## src/rtl/fetch_decode_buffer_pkg.sv

```systemverilog
// rtl/fetch_decode_buffer_pkg.sv - shared fetch buffer types and defaults
package cva5_types;

    localparam int FETCH_BUFFER_DEPTH_DEFAULT = 4;
    localparam int FETCH_ID_W_DEFAULT         = 3;
    localparam int FETCH_ECODE_W_DEFAULT      = 5;

    typedef struct packed {
        logic [31:0]                      pc;
        logic [31:0]                      instruction;
        logic                             ok;
        logic [FETCH_ECODE_W_DEFAULT-1:0] error_code;
        logic [FETCH_ID_W_DEFAULT-1:0]    id;
    } fetch_buffer_entry_t;

endpackage

```

## src/rtl/fetch_decode_buffer_if.sv

```systemverilog
// rtl/fetch_decode_buffer_if.sv - fetch-side and decode-side handshake bundle
interface fetch_decode_buffer_if #(
    parameter int ID_W    = 3,
    parameter int ECODE_W = 5
);
    logic               fetch_valid;
    logic [31:0]        fetch_pc;
    logic [31:0]        fetch_instruction;
    logic               fetch_ok;
    logic [ECODE_W-1:0] fetch_error_code;
    logic [ID_W-1:0]    fetch_id;
    logic               fetch_ready;

    logic               decode_valid;
    logic [31:0]        decode_pc;
    logic [31:0]        decode_instruction;
    logic               decode_ok;
    logic [ECODE_W-1:0] decode_error_code;
    logic [ID_W-1:0]    decode_id;
    logic               decode_advance;

    modport master (
        output fetch_valid, fetch_pc, fetch_instruction, fetch_ok, fetch_error_code, fetch_id,
        output decode_advance,
        input  fetch_ready,
        input  decode_valid, decode_pc, decode_instruction, decode_ok, decode_error_code, decode_id
    );

    modport slave (
        input  fetch_valid, fetch_pc, fetch_instruction, fetch_ok, fetch_error_code, fetch_id,
        input  decode_advance,
        output fetch_ready,
        output decode_valid, decode_pc, decode_instruction, decode_ok, decode_error_code, decode_id
    );
endinterface

```

## src/rtl/fetch_decode_buffer_ptr.sv

```systemverilog
// rtl/fetch_decode_buffer_ptr.sv - wrap-bit read/write pointer and occupancy tracker
module fetch_buffer_ptr #(
    parameter int DEPTH = 4
) (
    input  logic                     clk,
    input  logic                     rst,
    input  logic                     push,
    input  logic                     pop,
    input  logic                     clear,
    output logic [$clog2(DEPTH)-1:0] rd_idx,
    output logic [$clog2(DEPTH)-1:0] wr_idx,
    output logic                     full,
    output logic                     empty,
    output logic [$clog2(DEPTH):0]   occupancy
);
    localparam int IDX_W = $clog2(DEPTH);

    logic [IDX_W:0] rd_ptr_q, rd_ptr_d;
    logic [IDX_W:0] wr_ptr_q, wr_ptr_d;

    always_comb begin
        rd_ptr_d = rd_ptr_q;
        wr_ptr_d = wr_ptr_q;
        if (clear) begin
            rd_ptr_d = '0;
            wr_ptr_d = '0;
        end else begin
            if (push) wr_ptr_d = wr_ptr_q + 1'b1;
            if (pop)  rd_ptr_d = rd_ptr_q + 1'b1;
        end
    end

    always_ff @(posedge clk) begin
        if (rst) begin
            rd_ptr_q <= '0;
            wr_ptr_q <= '0;
        end else begin
            rd_ptr_q <= rd_ptr_d;
            wr_ptr_q <= wr_ptr_d;
        end
    end

    assign rd_idx    = rd_ptr_q[IDX_W-1:0];
    assign wr_idx    = wr_ptr_q[IDX_W-1:0];
    assign empty     = (rd_ptr_q == wr_ptr_q);
    assign full      = (rd_idx == wr_idx) && (rd_ptr_q[IDX_W] != wr_ptr_q[IDX_W]);
    // Modular subtraction of the wrap-extended pointers yields 0..DEPTH.
    assign occupancy = wr_ptr_q - rd_ptr_q;
endmodule

```

## src/rtl/fetch_decode_buffer.sv

```systemverilog
// rtl/fetch_decode_buffer.sv - elastic fetch-to-decode FIFO; FETCH_DECODE_BYPASS_EN adds empty bypass
module fetch_decode_buffer
    import cva5_types::*;
#(
    parameter int DEPTH   = FETCH_BUFFER_DEPTH_DEFAULT,
    parameter int ID_W    = 3,
    parameter int ECODE_W = 5
) (
    input  logic                   clk,
    input  logic                   rst,
    input  logic                   flush,
    fetch_decode_buffer_if.slave   bus,
    output logic [$clog2(DEPTH):0] occupancy
);
    localparam int IDX_W = $clog2(DEPTH);

    typedef struct packed {
        logic [31:0]        pc;
        logic [31:0]        instruction;
        logic               ok;
        logic [ECODE_W-1:0] error_code;
        logic [ID_W-1:0]    id;
    } entry_t;

    entry_t mem_q [DEPTH];
    entry_t mem_d [DEPTH];
    entry_t wr_entry;
    entry_t head;
    entry_t out_entry;

    logic [IDX_W-1:0] rd_idx, wr_idx;
    logic full, empty, push, pop, bypass_sel, bypass_take;

    assign wr_entry = '{pc: bus.fetch_pc, instruction: bus.fetch_instruction, ok: bus.fetch_ok,
                        error_code: bus.fetch_error_code, id: bus.fetch_id};
    assign head = mem_q[rd_idx];

`ifdef FETCH_DECODE_BYPASS_EN
    assign bypass_sel  = empty & bus.fetch_valid & ~flush;
    assign bypass_take = bypass_sel & bus.decode_advance;
`else
    assign bypass_sel  = 1'b0;
    assign bypass_take = 1'b0;
`endif

    // fetch_ready comes only from the registered full flag.
    assign bus.fetch_ready = ~full;
    assign push = bus.fetch_valid & ~full & ~flush & ~bypass_take;
    assign pop  = bus.decode_advance & ~empty & ~flush;

    assign out_entry              = bypass_sel ? wr_entry : head;
    assign bus.decode_valid       = ~empty | bypass_sel;
    assign bus.decode_pc          = out_entry.pc;
    assign bus.decode_instruction = out_entry.instruction;
    assign bus.decode_ok          = out_entry.ok;
    assign bus.decode_error_code  = out_entry.error_code;
    assign bus.decode_id          = out_entry.id;

    always_comb begin
        mem_d = mem_q;
        if (push) mem_d[wr_idx] = wr_entry;
    end

    always_ff @(posedge clk) begin
        mem_q <= mem_d;
    end

    fetch_buffer_ptr #(.DEPTH(DEPTH)) u_ptr (
        .clk       (clk),
        .rst       (rst),
        .push      (push),
        .pop       (pop),
        .clear     (flush),
        .rd_idx    (rd_idx),
        .wr_idx    (wr_idx),
        .full      (full),
        .empty     (empty),
        .occupancy (occupancy)
    );

    advance_needs_valid: assert property (@(posedge clk) disable iff (rst)
        bus.decode_advance |-> bus.decode_valid);
endmodule

```

## src/flat_wrapper.sv

```systemverilog
// flat-port wrapper written by rule: the top's interface ports become plain ports
module fetch_decode_buffer_flat import cva5_types::*;
#(
    parameter int DEPTH   = FETCH_BUFFER_DEPTH_DEFAULT,
    parameter int ID_W    = 3,
    parameter int ECODE_W = 5
)
  (clk, rst, flush, occupancy, bus_fetch_valid, bus_fetch_pc, bus_fetch_instruction, bus_fetch_ok, bus_fetch_error_code, bus_fetch_id, bus_decode_advance, bus_fetch_ready, bus_decode_valid, bus_decode_pc, bus_decode_instruction, bus_decode_ok, bus_decode_error_code, bus_decode_id);
  fetch_decode_buffer_if #(.ID_W(ID_W), .ECODE_W(ECODE_W)) bus_i ();
  input  logic clk;
  input  logic rst;
  input  logic flush;
  output logic [$clog2(DEPTH):0] occupancy;
  input wire logic [$bits(bus_i.fetch_valid)-1:0] bus_fetch_valid;
  input wire logic [$bits(bus_i.fetch_pc)-1:0] bus_fetch_pc;
  input wire logic [$bits(bus_i.fetch_instruction)-1:0] bus_fetch_instruction;
  input wire logic [$bits(bus_i.fetch_ok)-1:0] bus_fetch_ok;
  input wire logic [$bits(bus_i.fetch_error_code)-1:0] bus_fetch_error_code;
  input wire logic [$bits(bus_i.fetch_id)-1:0] bus_fetch_id;
  input wire logic [$bits(bus_i.decode_advance)-1:0] bus_decode_advance;
  output wire logic [$bits(bus_i.fetch_ready)-1:0] bus_fetch_ready;
  output wire logic [$bits(bus_i.decode_valid)-1:0] bus_decode_valid;
  output wire logic [$bits(bus_i.decode_pc)-1:0] bus_decode_pc;
  output wire logic [$bits(bus_i.decode_instruction)-1:0] bus_decode_instruction;
  output wire logic [$bits(bus_i.decode_ok)-1:0] bus_decode_ok;
  output wire logic [$bits(bus_i.decode_error_code)-1:0] bus_decode_error_code;
  output wire logic [$bits(bus_i.decode_id)-1:0] bus_decode_id;
  assign bus_i.fetch_valid = bus_fetch_valid;
  assign bus_i.fetch_pc = bus_fetch_pc;
  assign bus_i.fetch_instruction = bus_fetch_instruction;
  assign bus_i.fetch_ok = bus_fetch_ok;
  assign bus_i.fetch_error_code = bus_fetch_error_code;
  assign bus_i.fetch_id = bus_fetch_id;
  assign bus_i.decode_advance = bus_decode_advance;
  assign bus_fetch_ready = bus_i.fetch_ready;
  assign bus_decode_valid = bus_i.decode_valid;
  assign bus_decode_pc = bus_i.decode_pc;
  assign bus_decode_instruction = bus_i.decode_instruction;
  assign bus_decode_ok = bus_i.decode_ok;
  assign bus_decode_error_code = bus_i.decode_error_code;
  assign bus_decode_id = bus_i.decode_id;
  fetch_decode_buffer #(.DEPTH(DEPTH), .ID_W(ID_W), .ECODE_W(ECODE_W)) u_core (.clk(clk), .rst(rst), .flush(flush), .bus(bus_i), .occupancy(occupancy));
endmodule
```

## config.mk

```make
export PLATFORM = sky130hd
export DESIGN_NAME = fetch_decode_buffer_flat
export DESIGN_NICKNAME = d
export VERILOG_FILES = /design/src/rtl/fetch_decode_buffer_pkg.sv /design/src/rtl/fetch_decode_buffer_if.sv /design/src/rtl/fetch_decode_buffer_ptr.sv /design/src/rtl/fetch_decode_buffer.sv /design/src/flat_wrapper.sv
export SDC_FILE = /design/constraint.sdc
export NUM_CORES = 1
export LEC_CHECK = 0
export CORE_MARGIN = 4
export CORE_UTILIZATION = 58
export DETAILED_ROUTE_END_ITERATION = 7
export PLACE_DENSITY = 0.83
export SETUP_SLACK_MARGIN = 0.1
export SYNTH_ARGS = -nofsm -noshare
export SYNTH_HDL_FRONTEND = slang
export SYNTH_SLANG_ARGS = --single-unit
```

## constraint.sdc

```tcl
create_clock -name clk -period 9.7 [get_ports clk]
set_input_delay 0.97 -clock clk [delete_from_list [all_inputs] [get_ports clk]]
set_output_delay 0.97 -clock clk [all_outputs]
set_load 0.05 [all_outputs]
```

==> reports/results.txt <==
WP data arrival = 3.55 ns
P_leak = 4.310 nW
clock skew = 0.02036 ns
ANT cells = 0
Synthesis Warnings = 0
Root Driver = clkbuf_16
Clock transition at path regs = 0.06 ns
design area = 13730 sq um
die height = 146.1 microns
Detailed Routing Iterations Pass 1 = 4
port bufs = 155
power per cell area = 194.0 nW/um^2
Final TNS setup = 0 ns
Hold Crit Start = u_core.u_ptr.wr_ptr_q[0]
syn_nets = 520
PnR worst setup slack = 5.185 ns
Skew-Pair Late Insertion Delay = 0.54 ns
IO Pins = 156
CP Class = reg2out
Area Growth Syn to Fin = 24.17%
Final Util = 73.39%
sequential share of the synthesized area = 80.40%
Clock Tree Buf Depth = 3
startpoint types = flip-flop
#FFs+latches synth = 298
first-pass GRT wire length = 32570 microns
worst slew pin tran = 1.148 ns
status = complete, no violations
Post-CTS Setup Inserts = 0
synth unique cells = 29
cells resized by post-CTS repair = 0
gr usage total = 19.74%
switching share of power = 20.77%
CTS tree = done
RSZ-0062 raised after global routing = no
initial antenna violation count = 1
Fillers = 1028
Die Wd = 146.1 microns
HPWL Detailed = 12010 microns
worst reg2reg startpoint = u_core.u_ptr.rd_ptr_q[1]
Placement Rows = 50
critical path cell sequence = buf_4 > mux4_2 > clkdlybuf4s50_1
die footprint = 21330 sq um
largest net degree at the start of global routing = 77
placed cell area = 12830 sq um
FMAX = 221.5 MHz
Critical Path Source = u_core.u_ptr.rd_ptr_q[0]
vias per std cell = 5.839
Synth area leaders = edfxtp_1 79%, mux4_2 15%, dfxtp_1 1.1%
RD Place Congestion = 0.6938
top cell type's share of synthesized area = 79.31%
Sw Pwr = 0.0005533 W
leading area contributor after synthesis = edfxtp_1
core area = 18710 sq um
worst stage delay on the critical path = 0.81 ns
ANT nets after route = 0
Final setup viols = 0
Total Routed Length = 20720 microns
vias in the first global route = 5784
Vias = 5051
H-tree lvl count = 1
Crit Path Max Fanout = 45
Post-synth EDFFs = 292
initial core utilization = 59.10%
Hold WC Path Type = reg2reg
TritonCTS Buffers = 30
drt drc = 0
worst vdd ir = 170.4 uV
Post-Syn Instances = 434
combinational share of power = 6.6%
fin. max-slew vios = 0
DR iter-0 viols = 322
crit end category = output pin
relative slew slack = 23.45%
Synth Flop Type = edfxtp_1
Final min period = 4.515 ns
mapped cell area = 11060 sq um
internal power = 0.002110 W
clock sink count = 298
clock power share = 39.4%
hold_buf cts = 0
Reg power frac = 54.0%
Synth async-reset ratio = 0%
Final Cycle Share = 46.55%
final hold violation count = 0
Mapped Avg Cell Area = 25.47 sq um
pre-CTS WS = 5.638 ns
Worst path slowest cell = buf_4
DR WL/cell = 23.95 microns
total gr overflow = 0
max cap viols = 0
WP data required = 8.73 ns
share of cells above drive strength 1 = 19.97%
Final nets = 694
critical path, delay by kind of cell (launching register included):
kind	cells	cell delay, ns
buffers and inverters	2	1.54
flip-flops	1	0.76
multiplexers	1	0.65
per-stage QoR:
stage	power, W	hold slack (ns)	std cells
detailed placement	0.001643	0.5269	810
floorplan	0.001557	0.4688	434
finish	0.002663	0.5285	865
global placement	0.001636	0.4822	810
global route	0.002755	0.5528	865
CTS	0.002686	0.5334	865
area by class of cell:
class                   count  area [sq um]  area share (%)
clock buffers              36         794.5           5.787
clock inverters            19         107.6          0.7838
inverters                   7         26.28          0.1914
multi-input cells         113          2037           14.84
flip-flops and latches    298          8896           64.80
well taps                 234         292.8           2.133
repair buffers            158          1574           11.47
power groups by stage:
| stage | Sequential [W] | Combinational (W) | Clock (W) |
|---|---|---|---|
| final | 0.00144 | 0.000175 | 0.00105 |
| after CTS | 0.00144 | 0.000177 | 0.00107 |
| after detailed placement | 0.00147 | 0.000176 | 0 |
| after global routing | 0.00144 | 0.000183 | 0.00113 |
| after global placement | 0.00146 | 0.000172 | 0 |
| after floorplan | 0.00147 | 0.0000923 | 0 |
cell families after synthesis:
family | share of synthesized area (%)
adder cells (fa/ha/maj) | 0.9733
AND/OR/NAND/NOR | 0.8150
buffers and inverters | 1.347
flip-flops | 80.40
multiplexers | 15.23
AO/OA/AOI/OAI | 0.9055
XOR/XNOR | 0.3282
sequential cells by signal (all words and copies together), names as in the netlist:
name and count:
u_core.u_ptr.wr_ptr_q 3, u_core.mem_q 292, u_core.u_ptr.rd_ptr_q 3
layer usage:
metal  vias to the layer above  GRT usage [%]  routed length [microns]
met5                         -              0                       20
met4                         2          4.704                      268
met3                        25          4.655                     1369
met2                       173          33.96                    10580
met1                      2641          26.14                     8484
li1                       2210              -                        -
cells in the mapped netlist, types with 2 or more instances:
master     instances
edfxtp_1         292
mux4_2            73
nand2_1            8
ha_1               7
inv_1              7
buf_6              6
dfxtp_1            6
buf_2              5
mux2i_1            4
and2_1             3
buf_4              3
clkbuf_1           2
o2111ai_1          2
path summary, 6_finish.rpt:
check | endpoint | slack (ns) | cells past startpoint
max | bus_decode_instruction[31] | 5.18 | 3
min | u_core.u_ptr.wr_ptr_q[0] | 0.53 | 2
max reg2reg | u_core.mem_q[178] | 6.17 | 4
min reg2reg | u_core.u_ptr.wr_ptr_q[0] | 0.53 | 2
layout by cell type (no fill, tap or decap), types with 2 or more instances in the layout:
cell type and instances:
mux2i_1 4, edfxtp_1 292, clkinv_2 5, clkbuf_1 5
nand2_1 8, mux4_2 73, clkbuf_16 31, dfxtp_1 4
clkinv_1 12, inv_1 7, dfxtp_4 2, o2111ai_1 2
clkdlybuf4s50_1 155, buf_4 3, and2_4 3, ha_1 7
a311oi_4 2
(Power assumes the default switching activity.)
